$ cat src/rtl/round_referee.sv
// Two-player reaction referee: random arm delay, GO window, one-cycle victory pulses, match end.
// Build option ROUND_REFEREE_FOUL_EN: a press while armed is a foul and awards the opponent.
module round_referee #(
   parameter int unsigned DELAY_MIN  = 50_000_000,
   parameter logic [15:0] DELAY_MASK = 16'h7FFF,
   parameter int unsigned TIMEOUT    = 100_000_000,
   parameter int unsigned HOLDOFF    = 25_000_000,
   parameter int unsigned MAX_POINTS = 7
) (
   input  logic clock,
   input  logic reset,
   input  logic btn1,
   input  logic btn2,
   input  logic start,
   output logic go_led,
   output logic p1vic,
   output logic p2vic,
   output logic busy,
   output logic match_over
);

   typedef enum logic [2:0] {
      S_IDLE, S_ARMED, S_GO, S_AWARD1, S_AWARD2, S_AWARDT, S_HOLD, S_DONE
   } state_t;

   localparam logic [31:0] DLY_W  = 32'(DELAY_MIN);
   localparam logic [31:0] TMO_W  = 32'(TIMEOUT);
   localparam logic [31:0] HOLD_W = 32'(HOLDOFF);
   localparam logic [2:0]  MAX_P  = 3'(MAX_POINTS);

   state_t      state_q, state_d;
   logic [31:0] tmr_q, tmr_d;
   logic [15:0] lfsr_q, lfsr_d;
   logic [2:0]  p1_pts_q, p1_pts_d, p2_pts_q, p2_pts_d;
   logic [1:0]  sync1_q, sync1_d, sync2_q, sync2_d, prev_q, prev_d;
   logic [1:0]  press;

   // Index 0 = player 1, index 1 = player 2.
   assign sync1_d = {btn2, btn1};
   assign sync2_d = sync1_q;
   assign prev_d  = sync2_q;
   assign press   = sync2_q & ~prev_q;

   assign lfsr_d  = {lfsr_q[14:0], lfsr_q[15] ^ lfsr_q[13] ^ lfsr_q[12] ^ lfsr_q[10]};

   always_comb begin
      state_d    = state_q;
      tmr_d      = tmr_q;
      p1_pts_d   = p1_pts_q;
      p2_pts_d   = p2_pts_q;
      go_led     = 1'b0;
      p1vic      = 1'b0;
      p2vic      = 1'b0;
      busy       = 1'b1;
      match_over = 1'b0;
      case (state_q)
         S_IDLE: begin
            busy = 1'b0;
            if (start) begin
               state_d = S_ARMED;
               tmr_d   = DLY_W + {16'd0, lfsr_q & DELAY_MASK};
            end
         end
         S_ARMED: begin
            // Timers hold the remaining cycle count; leave the state on the last one.
            if (tmr_q <= 32'd1) begin
               state_d = S_GO;
               tmr_d   = TMO_W;
            end else begin
               tmr_d = tmr_q - 32'd1;
            end
`ifdef ROUND_REFEREE_FOUL_EN
            if (press[0] && press[1]) begin
               state_d = S_HOLD;
               tmr_d   = HOLD_W;
            end else if (press[0]) begin
               state_d = S_AWARD2;
            end else if (press[1]) begin
               state_d = S_AWARD1;
            end
`endif
         end
         S_GO: begin
            go_led = 1'b1;
            if (press[0] && press[1]) begin
               state_d = S_AWARDT;
            end else if (press[0]) begin
               state_d = S_AWARD1;
            end else if (press[1]) begin
               state_d = S_AWARD2;
            end else if (tmr_q <= 32'd1) begin
               state_d = S_HOLD;
               tmr_d   = HOLD_W;
            end else begin
               tmr_d = tmr_q - 32'd1;
            end
         end
         S_AWARD1, S_AWARD2, S_AWARDT: begin
            p1vic   = (state_q != S_AWARD2);
            p2vic   = (state_q != S_AWARD1);
            if (p1vic && p1_pts_q != MAX_P) p1_pts_d = p1_pts_q + 3'd1;
            if (p2vic && p2_pts_q != MAX_P) p2_pts_d = p2_pts_q + 3'd1;
            state_d = S_HOLD;
            tmr_d   = HOLD_W;
         end
         S_HOLD: begin
            if (tmr_q <= 32'd1) begin
               state_d = (p1_pts_q == MAX_P || p2_pts_q == MAX_P) ? S_DONE : S_IDLE;
               tmr_d   = 32'd0;
            end else begin
               tmr_d = tmr_q - 32'd1;
            end
         end
         S_DONE: begin
            busy       = 1'b0;
            match_over = 1'b1;
         end
         default: begin
            state_d = S_IDLE;
         end
      endcase
   end

   always_ff @(posedge clock or negedge reset) begin
      if (!reset) begin
         state_q  <= S_IDLE;
         tmr_q    <= 32'd0;
         lfsr_q   <= 16'hACE1;
         p1_pts_q <= 3'd0;
         p2_pts_q <= 3'd0;
         sync1_q  <= 2'b00;
         sync2_q  <= 2'b00;
         prev_q   <= 2'b00;
      end else begin
         state_q  <= state_d;
         tmr_q    <= tmr_d;
         lfsr_q   <= lfsr_d;
         p1_pts_q <= p1_pts_d;
         p2_pts_q <= p2_pts_d;
         sync1_q  <= sync1_d;
         sync2_q  <= sync2_d;
         prev_q   <= prev_d;
      end
   end

endmodule
$ cat config.mk
export PLATFORM = sky130hd
export DESIGN_NAME = round_referee
export DESIGN_NICKNAME = d
export VERILOG_FILES = /design/src/rtl/round_referee.sv
export SDC_FILE = /design/constraint.sdc
export NUM_CORES = 1
export LEC_CHECK = 0
export ABC_AREA = 1
export CORE_ASPECT_RATIO = 0.75
export CORE_MARGIN = 2
export CORE_UTILIZATION = 56
export DETAILED_ROUTE_END_ITERATION = 8
export PLACE_DENSITY = 0.88
export SYNTH_ARGS = -nofsm -noshare
export SYNTH_HDL_FRONTEND = slang
export SYNTH_SLANG_ARGS = --single-unit
$ cat constraint.sdc
create_clock -name clock -period 1.7 [get_ports clock]
set_clock_uncertainty 0.05 [all_clocks]
set_input_delay 0.34 -clock clock [delete_from_list [all_inputs] [get_ports clock]]
set_output_delay 0.34 -clock clock [all_outputs]
set_load 0.01 [all_outputs]
======== Word-level counts from Yosys, hierarchy flattened ========
Index checks and enable logic that the tools add are counted.
word-level totals
  register bits ........................... 63
  bits of input ports ..................... 5
  output and inout bits ................... 5
  logic and storage cells ................. 72
operators by class
  add/subtract/negate cells ............... 4
  order comparisons ....................... 1
  equality and inequality tests ........... 20
  mux-type cells .......................... 22
  bitwise operators ....................... 5
  reductions and logical operators ........ 12
operators by type and width
  cell                                                             count
  2-to-1 mux 32 bit                                                7
  case mux 32 bit (5 select lines)                                 1
  less-or-equal comparator 32 x 1 -> 1 bit, second input constant  1
  subtractor 32 x 1 -> 32 bit, second input constant               1
  adder 26 x 15 -> 27 bit, first input constant                    1
  2-to-1 mux 3 bit                                                 8
  == test 3 bit, second input constant                             6
  case mux 3 bit (5 select lines)                                  1
  != test 2 bit, second input constant                             6
  AND reduction 5 bit                                              2
  != test 3 bit, second input constant                             3
  adder 3 x 1 -> 3 bit, second input constant                      2
  == test 3 x 2 -> 1 bit, second input constant                    2
  2-to-1 mux 1 bit                                                 5
  != test 5 bit, second input constant                             1
  nonzero test 5 bit                                               1
  AND reduction 2 bit                                              2
  == test 3 x 1 -> 1 bit, second input constant                    1
  logical AND 1 bit                                                3
  logical NOT 3 bit                                                1
  != test 3 x 2 -> 1 bit, second input constant                    1
  OR reduction 3 bit                                               1
  bitwise XOR 1 bit                                                3
  bitwise AND 2 bit                                                1
  3 further kinds                                                  3

======== Longest topological paths before layout ========
  depth after elaboration ................. 6
  mapped depth ............................ 12
  gate-level depth less buffers ........... 12

======== Worst setup path before layout ========
Ideal clock, no wire load.
  path type ............................... reg2reg
  start point ............................. register tmr_q[0]
  end point ............................... register tmr_q[25]
  library setup time ...................... 126 ps
  data arrival time ....................... 1551 ps
  setup slack ............................. -27 ps
  cell stages (with the launch flop) ...... 11
  path buffers ............................ 1
  clock period less this slack ............ 1727 ps
  cell sequence ........................... dfrtp_1 -> inv_1 -> ha_1 -> nand2_1 -> a21oi_2 -> inv_1 -> nor2_4 -> nor2_4 -> buf_6 -> nand3_1 -> a22oi_2
between the ends
  cells in the longest elaborated chain, start to end .. 6
  elaborated cells on any way between the ends .. 9
  classes of those cells .................. add/sub: 1; order compare: 1; mux: 7
ends and longest elaborated chain
  item                                                                                            line  source
  start, declared                                                                                 32    logic [31:0] tmr_q, tmr_d;
  start signal, assigned                                                                          136   tmr_q <= tmr_d;
  subtractor 32 x 1 -> 32 bit / less-or-equal comparator 32 x 1 -> 1 bit (equally long branches)  --
  2-to-1 mux 32 bit                                                                               91    end else if (tmr_q <= 32'd1) begin
  2-to-1 mux 32 bit                                                                               89    end else if (press[1]) begin
  2-to-1 mux 32 bit                                                                               87    end else if (press[0]) begin
  2-to-1 mux 32 bit                                                                               85    if (press[0] && press[1]) begin
  case mux 32 bit (5 select lines) (*)                                                            56    case (state_q)
Mark *: on every way between the ends. The rest lies on a longest branch, timed or not. The select of a mux whose other input is x is not followed.
A chain may end at the register's enable or synchronous reset.

======== Worst setup path after layout ========
  start point ............................. register tmr_q[2]
  end point ............................... register state_q[2]
between the ends
  cells in the longest elaborated chain, start to end .. 3
  elaborated cells on any way between the ends .. 5
  classes of those cells .................. order compare: 1; eq/ne: 3; reduce/logical: 1
ends and longest elaborated chain
  item                                                             line         source
  less-or-equal comparator 32 x 1 -> 1 bit (*)                     66, 91, 107
  != test 5 bit (no line) / != test 2 bit (equally long branches)  --
  AND reduction 5 bit (no line) (*)                                --
  end signal, assigned                                             135          state_q <= state_d;
  end, declared                                                    31           state_t state_q, state_d;
Mark *: on every way between the ends. The rest lies on a longest branch, timed or not.

==> summary.txt <==
status: complete, but fails checks
failing checks: design-rule violations, negative setup slack
DRC Markers: 1
total global routing track utilization: 34.8%
post-synth top area share: 37.0%
initial antenna violation count: 0
Post-Route WL: 15.4 mm
layout cell share with drive strength beyond 1: 47.6%
worst setup path start: tmr_q[2]
I/O Buffers: 9
Req. time, crit path: 1.88 ns
crit path max-delay cell type: dfrtp_2
antenna viol nets, final: 0
Max IR drop VDD: 0.792 mV
Async S/R FF share, synth: 100%
later-pin clock latency in the skew report: 0.37 ns
syn_area_per_cell: 7.72 um2
Vert. Die Dim: 74.5 um
post-placement worst setup slack: -0.236 ns
CTS Buffer Depth: 2
total CTS buffers: 9
Period Utilization, post-route: 125%
met2 WL: 6.73 mm
max-slew violation count: 0
post-synth top area cell: dfrtp_1
Worst path max stage delay: 0.48 ns
drt pass-1 iters: 9
final RePlAce weighted congestion: 0.966
achievable frequency: 0.469 GHz
die area: 7310 um2
mux cell area share after synthesis: 0.606%
syn nets: 493
logic gate share of total power: 1.7%
Worst Tran Pin Value: 0.421 ns
Primary FF master, synth: dfrtp_1
critical-path maximum fanout: 5
via count: 4,403
Detailed Route Iter0 Violations: 720
post-DP HPWL: 8.07 mm
switching fraction of total power: 24.4%
post-layout util: 86.4%
CTS tree: done
CP arrival: 2.31 ns
reg2reg start: tmr_q[2]
sw power: 0.762 mW
root buffer cell: clkbuf_8
worst hold path depth: 0
Post-Synth Adder-Cell Area: 2.36%
ANT cells: 0
drt wl/cell: 22.5 um
Distinct cells, synth: 41
slack of the critical path: -0.430 ns
R2R setup slack: -0.43 ns
Post-Syn Instances: 481
Top Layer Used: met4
Starting Density: 58.5%
number of synthesized flops with an enable pin: 0
Synth Area in Compound Gates: 11.5%
simple-gate share of the synthesized area: 31.2%
# nets final: 612
CTS Sinks: 63
largest net degree at the start of global routing: 64
type of origin of the critical path: register
vias in the first global route: 4,002
sequential share of the synthesized area: 42.7%
total gr overflow: 0
Seq pwr share: 48.3%
final hold viol count: 0
first-pass GRT wire length: 19.6 mm
Yosys warnings: 0
Mapped Area: 3710 um2
metal3 WL: 2.02 mm
Core Area: 6350 um2
reg2reg path depth: 7
Setup crit end kind: register
RSZ-0062 raised after global routing: yes
clock share of power: 50.0%
area delta synth->final: 47.7%
# setup viols final: 40
Die W: 98.0 um
clk slew on worst S/H paths: 0.09 ns
H-tree levels: 3
drt via density: 6.42
Rows: 25
min Tclk post-route: 2.13 ns
I/O Pins: 10
#FFs+latches synth: 63
Critical R2R Capture: state_q[2]
Hold Crit Class: reg2reg
Area contributors post-synth: dfrtp_1, nand2_1, nor2_1
Met1 Wirelength: 5.42 mm
worst setup path class: reg2reg
Critical Path, Cell by Cell: nor2_4, nand2_2, a21oi_4, nand4_4, nand2_1, nand3_2, o21ai_0
Pint: 2.36 mW
leakage: 2.79 nW
Worst Setup EP: state_q[2]
main combinational cell family by area after synthesis: simple AND/OR/NAND/NOR gates
PwrDens: 570 nW/um2
Slew HR: 71.6%
Worst path top cell family by delay: simple AND/OR/NAND/NOR gates
Setup TNS Final: -8.93 ns
cell depth of the worst setup path: 7
Synth Area in XOR/XNOR: 5.42%
maxcap violations: 0
crit path buf inv count: 0
registers in the layout (all words and copies together) (netlist names):
name and cells:
tmr_q 32, lfsr_q 16, p1_pts_q 3, p2_pts_q 3
state_q 3, prev_d 2, prev_q 2, sync1_q 2
how the worst min path moves through the flow:
stage | slack, ns | start | to
2_1_floorplan | -0.006 | reset | lfsr_q[12]
3_3_place_gp | 0.28 | sync1_q[0] | prev_d[0]
3_5_place_dp | 0.29 | sync1_q[1] | prev_d[1]
4_1_cts | 0.31 | sync1_q[1] | prev_d[1]
5_1_grt | 0.33 | lfsr_q[5] | lfsr_q[6]
6_report | 0.32 | sync1_q[1] | prev_d[1]
final cells by class:
type                       count  area (um2)
clock buffer                   9         124
clock inverter                 7         103
fill                         287         863
inverter                      43         168
multi-input combinational    366        2390
sequential                    63        1590
tap                           81         101
timing repair buffer         117        1010
synthesized netlist by cell type, drive strengths merged (2+ instances only):
cell type,count
a21oi,36
a22oi,4
a31oi,2
buf,9
dfrtp,55
dfstp,8
ha,7
inv,42
mux2,2
nand2,133
nand3,22
nand3b,2
nand4,8
nor2,94
nor3,3
o211ai,2
o21ai,14
o21bai,2
o22ai,4
or2,4
xnor2,9
xor2,14
what timing repair did:
| action | 4_1_cts | 5_1_grt |
|---|---|---|
| setup endpoints to repair | 40 | 40 |
| gates cloned | 1 | 1 |
| setup buffers | 15 | 7 |
| pin swaps | 12 | 29 |
| hold buffers | 1 | 0 |
| resized for setup | 79 | 103 |
| endpoints found under the hold margin | 55 | 0 |
cell usage in the layout, fill, tap and decap left out, types with 6 or more instances in the layout:
| cell | count |
|---|---|
| buf_6 | 12 |
| nand4_1 | 6 |
| dfrtp_1 | 52 |
| nand2_4 | 8 |
| nand2_1 | 91 |
| clkbuf_8 | 9 |
| nor2_4 | 16 |
| xor2_1 | 14 |
| nand3_2 | 6 |
| a21oi_1 | 19 |
| a21oi_2 | 16 |
| dfstp_2 | 8 |
| nor2_1 | 54 |
| inv_1 | 30 |
| nand3_1 | 15 |
| xnor2_1 | 9 |
| buf_4 | 91 |
| nor2_2 | 24 |
| nand2_2 | 32 |
| inv_2 | 10 |
power groups by stage:
stage | logic, mW | registers (mW) | clock network [mW]
finish | 0.0526 | 1.51 | 1.56
global route | 0.0596 | 1.51 | 1.61
CTS | 0.0518 | 1.51 | 1.51
detailed placement | 0.0499 | 1.54 | 0
global placement | 0.0484 | 1.54 | 0
floorplan | 0.00544 | 1.54 | 0
per-stage QoR:
stage          hold WS [ns]  std cells  total power, mW  area [um2]
2_1_floorplan      -0.00559        481             1.54        3720
3_3_place_gp          0.282        647             1.58        4500
3_5_place_dp          0.289        647             1.59        4500
4_1_cts               0.306        679             3.07        5060
5_1_grt               0.327        686             3.18        5490
6_report              0.323        686             3.13        5490
routing by layer:
metal,global-route usage [%],up-vias
met3,10.6,148
met4,12.8,0
met5,0,-
met1,42.6,2051
li1,-,1785
met2,59.7,419
cells by family after synthesis:
group,after synthesis
muxes,2
xor gates and xnor gates,23
adders and majority gates,7
AOI/OAI and AO/OA,67
buffers and inverters,52
DFF,63
and+or+nand+nor,267
Power figures use the tool's default switching activity.
